`config.mk`:
```
export PLATFORM = sky130hd
export DESIGN_NAME = delay_timer_seq_flat
export DESIGN_NICKNAME = d
export VERILOG_FILES = /design/src/rtl/delay_timer_seq_if.sv /design/src/rtl/delay_timer_seq.sv /design/src/flat_wrapper.sv
export SDC_FILE = /design/constraint.sdc
export NUM_CORES = 1
export LEC_CHECK = 0
export CAP_MARGIN = 20
export CORE_UTILIZATION = 35
export DETAILED_ROUTE_END_ITERATION = 16
export PLACE_DENSITY = 0.59
export SETUP_SLACK_MARGIN = 0.3
export SYNTH_ARGS = -nofsm -noshare
export SYNTH_HDL_FRONTEND = slang
export SYNTH_SLANG_ARGS = --single-unit
```
`constraint.sdc`:
```
create_clock -name clk -period 4.7 [get_ports clk]
set_input_delay 0.705 -clock clk [delete_from_list [all_inputs] [get_ports clk]]
set_output_delay 0.705 -clock clk [all_outputs]
set_load 0.02 [all_outputs]
```
`src/rtl/delay_timer_seq_if.sv`:
```
// delay_timer_seq_if
//   Table-programming bus for delay_timer_seq. The host side (master) writes
//   one table entry per cfg_we strobe; the sequencer (slave) accepts it only
//   while idle.
//   Signals:
//     cfg_we    table write strobe
//     cfg_addr  table entry index (AW bits)
//     cfg_wb    entry weight
//     cfg_mode  entry mode {A,B}
//     cfg_hold  entry trigger-high cycle count (0 behaves as 1)
interface delay_timer_seq_if #(
  parameter int AW = 3
);
  logic          cfg_we;
  logic [AW-1:0] cfg_addr;
  logic [7:0]    cfg_wb;
  logic [1:0]    cfg_mode;
  logic [7:0]    cfg_hold;

  modport master (output cfg_we, cfg_addr, cfg_wb, cfg_mode, cfg_hold);
  modport slave  (input  cfg_we, cfg_addr, cfg_wb, cfg_mode, cfg_hold);
endinterface

```
`src/rtl/delay_timer_seq.sv`:
```
// delay_timer_seq
//   Steps a delay_timer through a table of {weight, mode, hold} entries. For
//   each entry it holds the timer in reset while loading the pins, releases
//   it, fires a trigger pulse of the programmed width, then waits until the
//   timer output has been inactive for weight+SETTLE cycles, reporting how
//   many cycles the output was active.
//   Ports:
//     clk, RESET_n      clock, asynchronous active-low reset
//     bus               table write bus (slave side)
//     cfg_last          index of the final step, latched on start
//     start, abort      sequence control
//     i_delay_out       timer output, active low
//     o_wb, o_A, o_B    weight and mode pins to the timer
//     o_TRIG            trigger to the timer
//     o_tmr_reset       active-high reset to the timer
//     busy, o_step      sequencer status and current entry
//     meas_valid/o_meas per-step active-cycle measurement
//     done              normal completion pulse
//     timeout_err       sticky step timeout flag
module delay_timer_seq #(
  parameter int DEPTH   = 8,
  parameter int SETTLE  = 8,
  parameter int TIMEOUT = 1023,
  localparam int AW     = $clog2(DEPTH)
) (
  input  logic            clk,
  input  logic            RESET_n,
  delay_timer_seq_if.slave bus,
  input  logic [AW-1:0]   cfg_last,
  input  logic            start,
  input  logic            abort,
  input  logic            i_delay_out,
  output logic [7:0]      o_wb,
  output logic            o_A,
  output logic            o_B,
  output logic            o_TRIG,
  output logic            o_tmr_reset,
  output logic            busy,
  output logic [AW-1:0]   o_step,
  output logic            meas_valid,
  output logic [8:0]      o_meas,
  output logic            done,
  output logic            timeout_err
);

  typedef enum logic [2:0] {IDLE, LOAD, ARM, TRIG_HI, WAIT, NEXT} state_t;

  localparam logic [11:0] TIMEOUT_M1 = 12'(TIMEOUT - 1);

  function automatic logic [8:0] sat_inc9(input logic [8:0] v, input logic en);
    return (en && v != 9'h1FF) ? v + 9'd1 : v;
  endfunction

  state_t        state;
  logic [17:0]   mem [DEPTH];
  logic          out_q;
  logic [7:0]    cnt;
  logic [7:0]    hold_q;
  logic [8:0]    quiet;
  logic [11:0]   waitc;
  logic [8:0]    meas;
  logic [AW-1:0] last_q;

  logic          wr_en;
  logic [17:0]   wr_entry;
  logic [17:0]   first_entry;
  logic [AW-1:0] step_inc;
  logic          active;
  logic [8:0]    meas_nxt;
  logic [7:0]    hold_eff;
  logic [9:0]    quiet_target;

  assign wr_en    = bus.cfg_we && (state == IDLE);
  assign wr_entry = {bus.cfg_wb, bus.cfg_mode, bus.cfg_hold};
  // A write to entry 0 in the same cycle as start must be seen by the very
  // first LOAD cycle, so forward it past the table.
  assign first_entry  = (wr_en && bus.cfg_addr == '0) ? wr_entry : mem[0];
  assign step_inc     = o_step + 1'b1;
  assign active       = ~out_q;
  assign meas_nxt     = sat_inc9(meas, active);
  assign hold_eff     = (hold_q == 8'd0) ? 8'd1 : hold_q;
  assign quiet_target = {2'b00, o_wb} + 10'(SETTLE);

  // Table storage: not reset, written only while idle
  always_ff @(posedge clk) begin
    if (wr_en) mem[bus.cfg_addr] <= wr_entry;
  end

  // Sequencer: state, counters and registered pin outputs
  always_ff @(posedge clk or negedge RESET_n) begin
    if (!RESET_n) begin
      state       <= IDLE;
      out_q       <= 1'b1;
      cnt         <= '0;
      hold_q      <= '0;
      quiet       <= '0;
      waitc       <= '0;
      meas        <= '0;
      last_q      <= '0;
      o_wb        <= '0;
      o_A         <= 1'b0;
      o_B         <= 1'b0;
      o_TRIG      <= 1'b0;
      o_tmr_reset <= 1'b1;
      busy        <= 1'b0;
      o_step      <= '0;
      meas_valid  <= 1'b0;
      o_meas      <= '0;
      done        <= 1'b0;
      timeout_err <= 1'b0;
    end else begin
      out_q      <= i_delay_out;
      meas_valid <= 1'b0;
      done       <= 1'b0;
      if (state != IDLE && abort) begin
        state       <= IDLE;
        o_TRIG      <= 1'b0;
        o_tmr_reset <= 1'b1;
        busy        <= 1'b0;
      end else begin
        unique case (state)
          IDLE: begin
            if (start && !abort) begin
              state       <= LOAD;
              busy        <= 1'b1;
              o_step      <= '0;
              last_q      <= cfg_last;
              timeout_err <= 1'b0;
              cnt         <= '0;
              {o_wb, o_A, o_B, hold_q} <= first_entry;
            end
          end
          LOAD: begin
            {o_wb, o_A, o_B, hold_q} <= mem[o_step];
            meas <= '0;
            if (cnt[0]) begin
              state       <= ARM;
              cnt         <= '0;
              o_tmr_reset <= 1'b0;
            end else begin
              cnt <= cnt + 8'd1;
            end
          end
          ARM: begin
            if (cnt[0]) begin
              state  <= TRIG_HI;
              cnt    <= '0;
              o_TRIG <= 1'b1;
            end else begin
              cnt <= cnt + 8'd1;
            end
          end
          TRIG_HI: begin
            meas <= meas_nxt;
            if (cnt == hold_eff - 8'd1) begin
              state  <= WAIT;
              o_TRIG <= 1'b0;
              quiet  <= '0;
              waitc  <= '0;
            end else begin
              cnt <= cnt + 8'd1;
            end
          end
          WAIT: begin
            meas  <= meas_nxt;
            quiet <= active ? 9'd0 : quiet + 9'd1;
            waitc <= waitc + 12'd1;
            if ({1'b0, quiet} == quiet_target) begin
              state      <= NEXT;
              meas_valid <= 1'b1;
              o_meas     <= meas_nxt;
            end else if (waitc == TIMEOUT_M1) begin
              state       <= IDLE;
              timeout_err <= 1'b1;
              busy        <= 1'b0;
              o_tmr_reset <= 1'b1;
            end
          end
          NEXT: begin
            o_tmr_reset <= 1'b1;
            cnt         <= '0;
            if (o_step == last_q) begin
              state <= IDLE;
              done  <= 1'b1;
              busy  <= 1'b0;
            end else begin
              state  <= LOAD;
              o_step <= step_inc;
              {o_wb, o_A, o_B, hold_q} <= mem[step_inc];
            end
          end
          default: state <= IDLE;
        endcase
      end
    end
  end

endmodule

```
`src/flat_wrapper.sv`:
```
// flat-port wrapper written by rule: the top's interface ports become plain ports
module delay_timer_seq_flat 
#(
  parameter int DEPTH   = 8,
  parameter int SETTLE  = 8,
  parameter int TIMEOUT = 1023,
  localparam int AW     = $clog2(DEPTH)
)
  (clk, RESET_n, cfg_last, start, abort, i_delay_out, o_wb, o_A, o_B, o_TRIG, o_tmr_reset, busy, o_step, meas_valid, o_meas, done, timeout_err, bus_cfg_we, bus_cfg_addr, bus_cfg_wb, bus_cfg_mode, bus_cfg_hold);
  delay_timer_seq_if #(.AW((3))) bus_i ();
  input  logic clk;
  input  logic RESET_n;
  input  logic [AW-1:0] cfg_last;
  input  logic start;
  input  logic abort;
  input  logic i_delay_out;
  output logic [7:0] o_wb;
  output logic o_A;
  output logic o_B;
  output logic o_TRIG;
  output logic o_tmr_reset;
  output logic busy;
  output logic [AW-1:0] o_step;
  output logic meas_valid;
  output logic [8:0] o_meas;
  output logic done;
  output logic timeout_err;
  input wire logic [$bits(bus_i.cfg_we)-1:0] bus_cfg_we;
  input wire logic [$bits(bus_i.cfg_addr)-1:0] bus_cfg_addr;
  input wire logic [$bits(bus_i.cfg_wb)-1:0] bus_cfg_wb;
  input wire logic [$bits(bus_i.cfg_mode)-1:0] bus_cfg_mode;
  input wire logic [$bits(bus_i.cfg_hold)-1:0] bus_cfg_hold;
  assign bus_i.cfg_we = bus_cfg_we;
  assign bus_i.cfg_addr = bus_cfg_addr;
  assign bus_i.cfg_wb = bus_cfg_wb;
  assign bus_i.cfg_mode = bus_cfg_mode;
  assign bus_i.cfg_hold = bus_cfg_hold;
  delay_timer_seq #(.DEPTH(DEPTH), .SETTLE(SETTLE), .TIMEOUT(TIMEOUT)) u_core (.clk(clk), .RESET_n(RESET_n), .bus(bus_i), .cfg_last(cfg_last), .start(start), .abort(abort), .i_delay_out(i_delay_out), .o_wb(o_wb), .o_A(o_A), .o_B(o_B), .o_TRIG(o_TRIG), .o_tmr_reset(o_tmr_reset), .busy(busy), .o_step(o_step), .meas_valid(meas_valid), .o_meas(o_meas), .done(done), .timeout_err(timeout_err));
endmodule
```
==> results.toml <==
[setup_path]
crit_path_end_kind = "flop"
crit_required_ps = 5150
critical_path_arrival_ps = 4360
critPathBufInv = 2
setup.worst_path.start_class = "flop"
r2r-start = "u_core.hold_q[3]"
ff2ff_path_depth = 12
cpLargestDelayFamily = "simple AND/OR/NAND/NOR gates"
cp_max_fo = 22
ff2ff_setup_slack_ps = 780
reg2reg_to = "u_core.waitc[11]"
cpMostUsedCell = "nor4_1"
critPathMaxStageDelay_ps = 540
crit_slowest_cell = "nor4_1"
crit_path_cell_trace = "nor4_1, a31oi_1, ha_1, nor2b_1, or3_1, a31o_2, nor4_1, buf_4, a31oi_2, buf_8, or4_1, a21oi_1"
crit_type = "flop to flop"

[timing]
rsz0062_at_grt = "no"
skew_ps = 16.0
finalCriticalPeriod_ps = 3920
relSlewSlack_pct = 37.1
max_slew.worst_pin.slew_ps = 943
setup_tns_ps = 0
fin_crit_sh_pct = 83.3
hold_violations = 0
fmax_mhz = 255
setup_viol = 0
hold-worst-slack_ps = 137
slew_violations = 0

[die]
initial_utilization_pct = 35.9
io_pins = 58
num_rows = 65
fp.dieW_um = 183
coreArea_um2 = 31800
fp.dieArea_um2 = 33400
dieHeight_um = 183

[synthesis]
synth_area_per_cell_um2 = 12.9
yosys_warnings = 0
syn_nets = 925
syn_area_um2 = 11400
synth-compound-area-share_pct = 10.9
synth_top_family_by_area = "multiplexers"
async_flop_share_pct = 36.0
ys.flop_type = "edfxtp_1"
synthXorXnorAreaFrac_pct = 2.15
synth-simple-area-share_pct = 10.1
yosysSeqAreaShare_pct = 55.6
synthDistinctLibCells = 63
synthAdderAreaFrac_pct = 1.09
syn_inst = 885
ys_ff_latch = 225
synth-edff-count = 144
synthMuxAreaShare_pct = 18.0

[cells_and_area]
stdcell_count = 1391
area_growth_syn_to_layout_pct = 17.0
diodes = 0
fill_cells = 2934
drive_above_1_share_pct = 17.6
nNetsFinal = 978

[clock_tree]
clk_latency_ps = 540
cts_setup_buffers = 0
clock-root-buffer = "clkbuf_16"
cts_tree = "built"
cts_sinks = 225
hold_buffers = 0
cts_resized = 0
clockBufferDepth = 3
clkSlewWorstSetupHoldPaths_ps = 60
htree_levels = 1
cts_buffers = 25

[run_status]
outcome = "finished, final reports clean"

[drt]
route.vias.total = 7470
first_pass_iters = 6
first_iter_violations = 554
drcViolationCount = 0
wl_per_cell_um = 18.4
wirelength_um = 25600
postRouteAntennaNets = 0
avgViaCountPerCell = 5.37

[global_routing]
grt_pass1_wl_um = 41500
grt_max_degree = 63
grt_overflow = 0
antenna_found_initial = 0
grt_pass1_vias = 7508
grt_use_total_pct = 15.9

[run]
max_cap_violations = 0

[power_and_ir_drop]
power.density_nw_per_um2 = 481
max-vdd-ir-drop_uv = 262
leakagePower_nw = 4.53

[place]
io_buffer_count = 57
gp_congestion = 0.811
dp.cells = 1346
dp_hpwl_um = 16200

[worst_hold_path]
hold_path_class = "input pin to asynchronous set/reset pin"
-- cells in the final DEF, fill, tap and decap left out, drive strengths merged, types with 17 or more instances in the layout --
master,count
dfrtp,79
o21ai,69
buf,24
nor2,72
a21oi,70
nand2,61
xnor2,19
edfxtp,144
mux4,72
clkbuf,30
nand3,17
mux2i,39
clkdlybuf4s50,56
a211oi,18
nor2b,22
-- registers in the layout, summed over array words and instances (netlist names), 3 cells and up --
| name | flops |
|---|---|
| u_core.mem | 144 |
| u_core.waitc | 12 |
| u_core.meas | 9 |
| u_core.o_meas | 9 |
| u_core.quiet | 9 |
| u_core.cnt | 8 |
| u_core.hold_q | 8 |
| u_core.o_wb | 8 |
| u_core.last_q | 3 |
| u_core.o_step | 3 |
| u_core.state | 3 |
-- stage by stage --
stage | worst slack [ps] | power [mW] | instance area, µm² | utilization, %
after floorplan | 1080 | 3.94 | 11400 | -
after global placement | 764 | 4.54 | 12600 | 39.5
after detailed placement | 813 | 4.58 | 12600 | 39.5
after CTS | 795 | 6.51 | 13400 | 42.0
after global routing | 401 | 6.80 | 13400 | 42.0
final | 784 | 6.43 | 13400 | 42.0
-- report_power, final --
part	internal (mW)	switching (mW)	leakage, nW
clock network	1.11	0.797	0.407
logic	0.851	1.05	1.78
registers	2.33	0.286	2.35
total	4.30	2.13	4.53
-- cells in the mapped netlist, types with 11 or more instances --
cell	n	share of area, %
a211oi_1	18	1.2
a21oi_1	70	3.1
buf_1	12	0.39
clkbuf_1	40	1.3
dfrtp_1	79	17
edfxtp_1	144	38
mux2i_1	39	3.4
mux4_2	72	14
nand2_1	61	2.0
nand3_1	17	0.74
nand4_1	11	0.60
nor2_1	72	2.4
nor2b_1	22	1.2
o21ai_0	68	3.0
xnor2_1	19	1.5
-- cell families after synthesis --
| kind of cell | count (synthesis) |
|---|---|
| xor gates and xnor gates | 28 |
| buffers and inverters | 65 |
| and+or+nand+nor | 234 |
| AOI/OAI and AO/OA | 208 |
| DFF | 225 |
| muxes | 115 |
| adders and majority gates | 10 |
-- metal layers --
metal | part of all wire (%) | wire length, µm | GRT usage, % | vias up
met2 | 50 | 12800 | 27.9 | 155
met4 | 2.2 | 567 | 4.00 | 0
met3 | 4.2 | 1070 | 2.04 | 36
met1 | 44 | 11200 | 20.8 | 3740
met5 | 0 | 0 | 0 | -
li1 | - | - | - | 3539
-- how the worst max path moves through the flow --
stage,start,slack [ps],depth (start not counted),endpoint
after detailed placement,u_core.hold_q[3],810,12,u_core.waitc[11]
after floorplan,u_core.hold_q[3],1080,11,u_core.waitc[10]
final,u_core.hold_q[3],780,12,u_core.waitc[11]
after global routing,u_core.hold_q[2],400,12,u_core.waitc[10]
after CTS,u_core.hold_q[2],790,12,u_core.waitc[11]
after global placement,u_core.hold_q[3],760,11,u_core.waitc[7]
-- cell type report --
cell class | instances | area [µm²] | area share [%]
clock buffer | 30 | 654 | 4.89
clock inverter | 15 | 146 | 1.09
inverter | 11 | 41.3 | 0.309
multi-input combinational | 595 | 4860 | 36.4
sequential | 225 | 6360 | 47.6
tap | 435 | 544 | 4.07
timing repair buffer | 80 | 761 | 5.69
No activity file was read; power rests on OpenSTA's default activity.
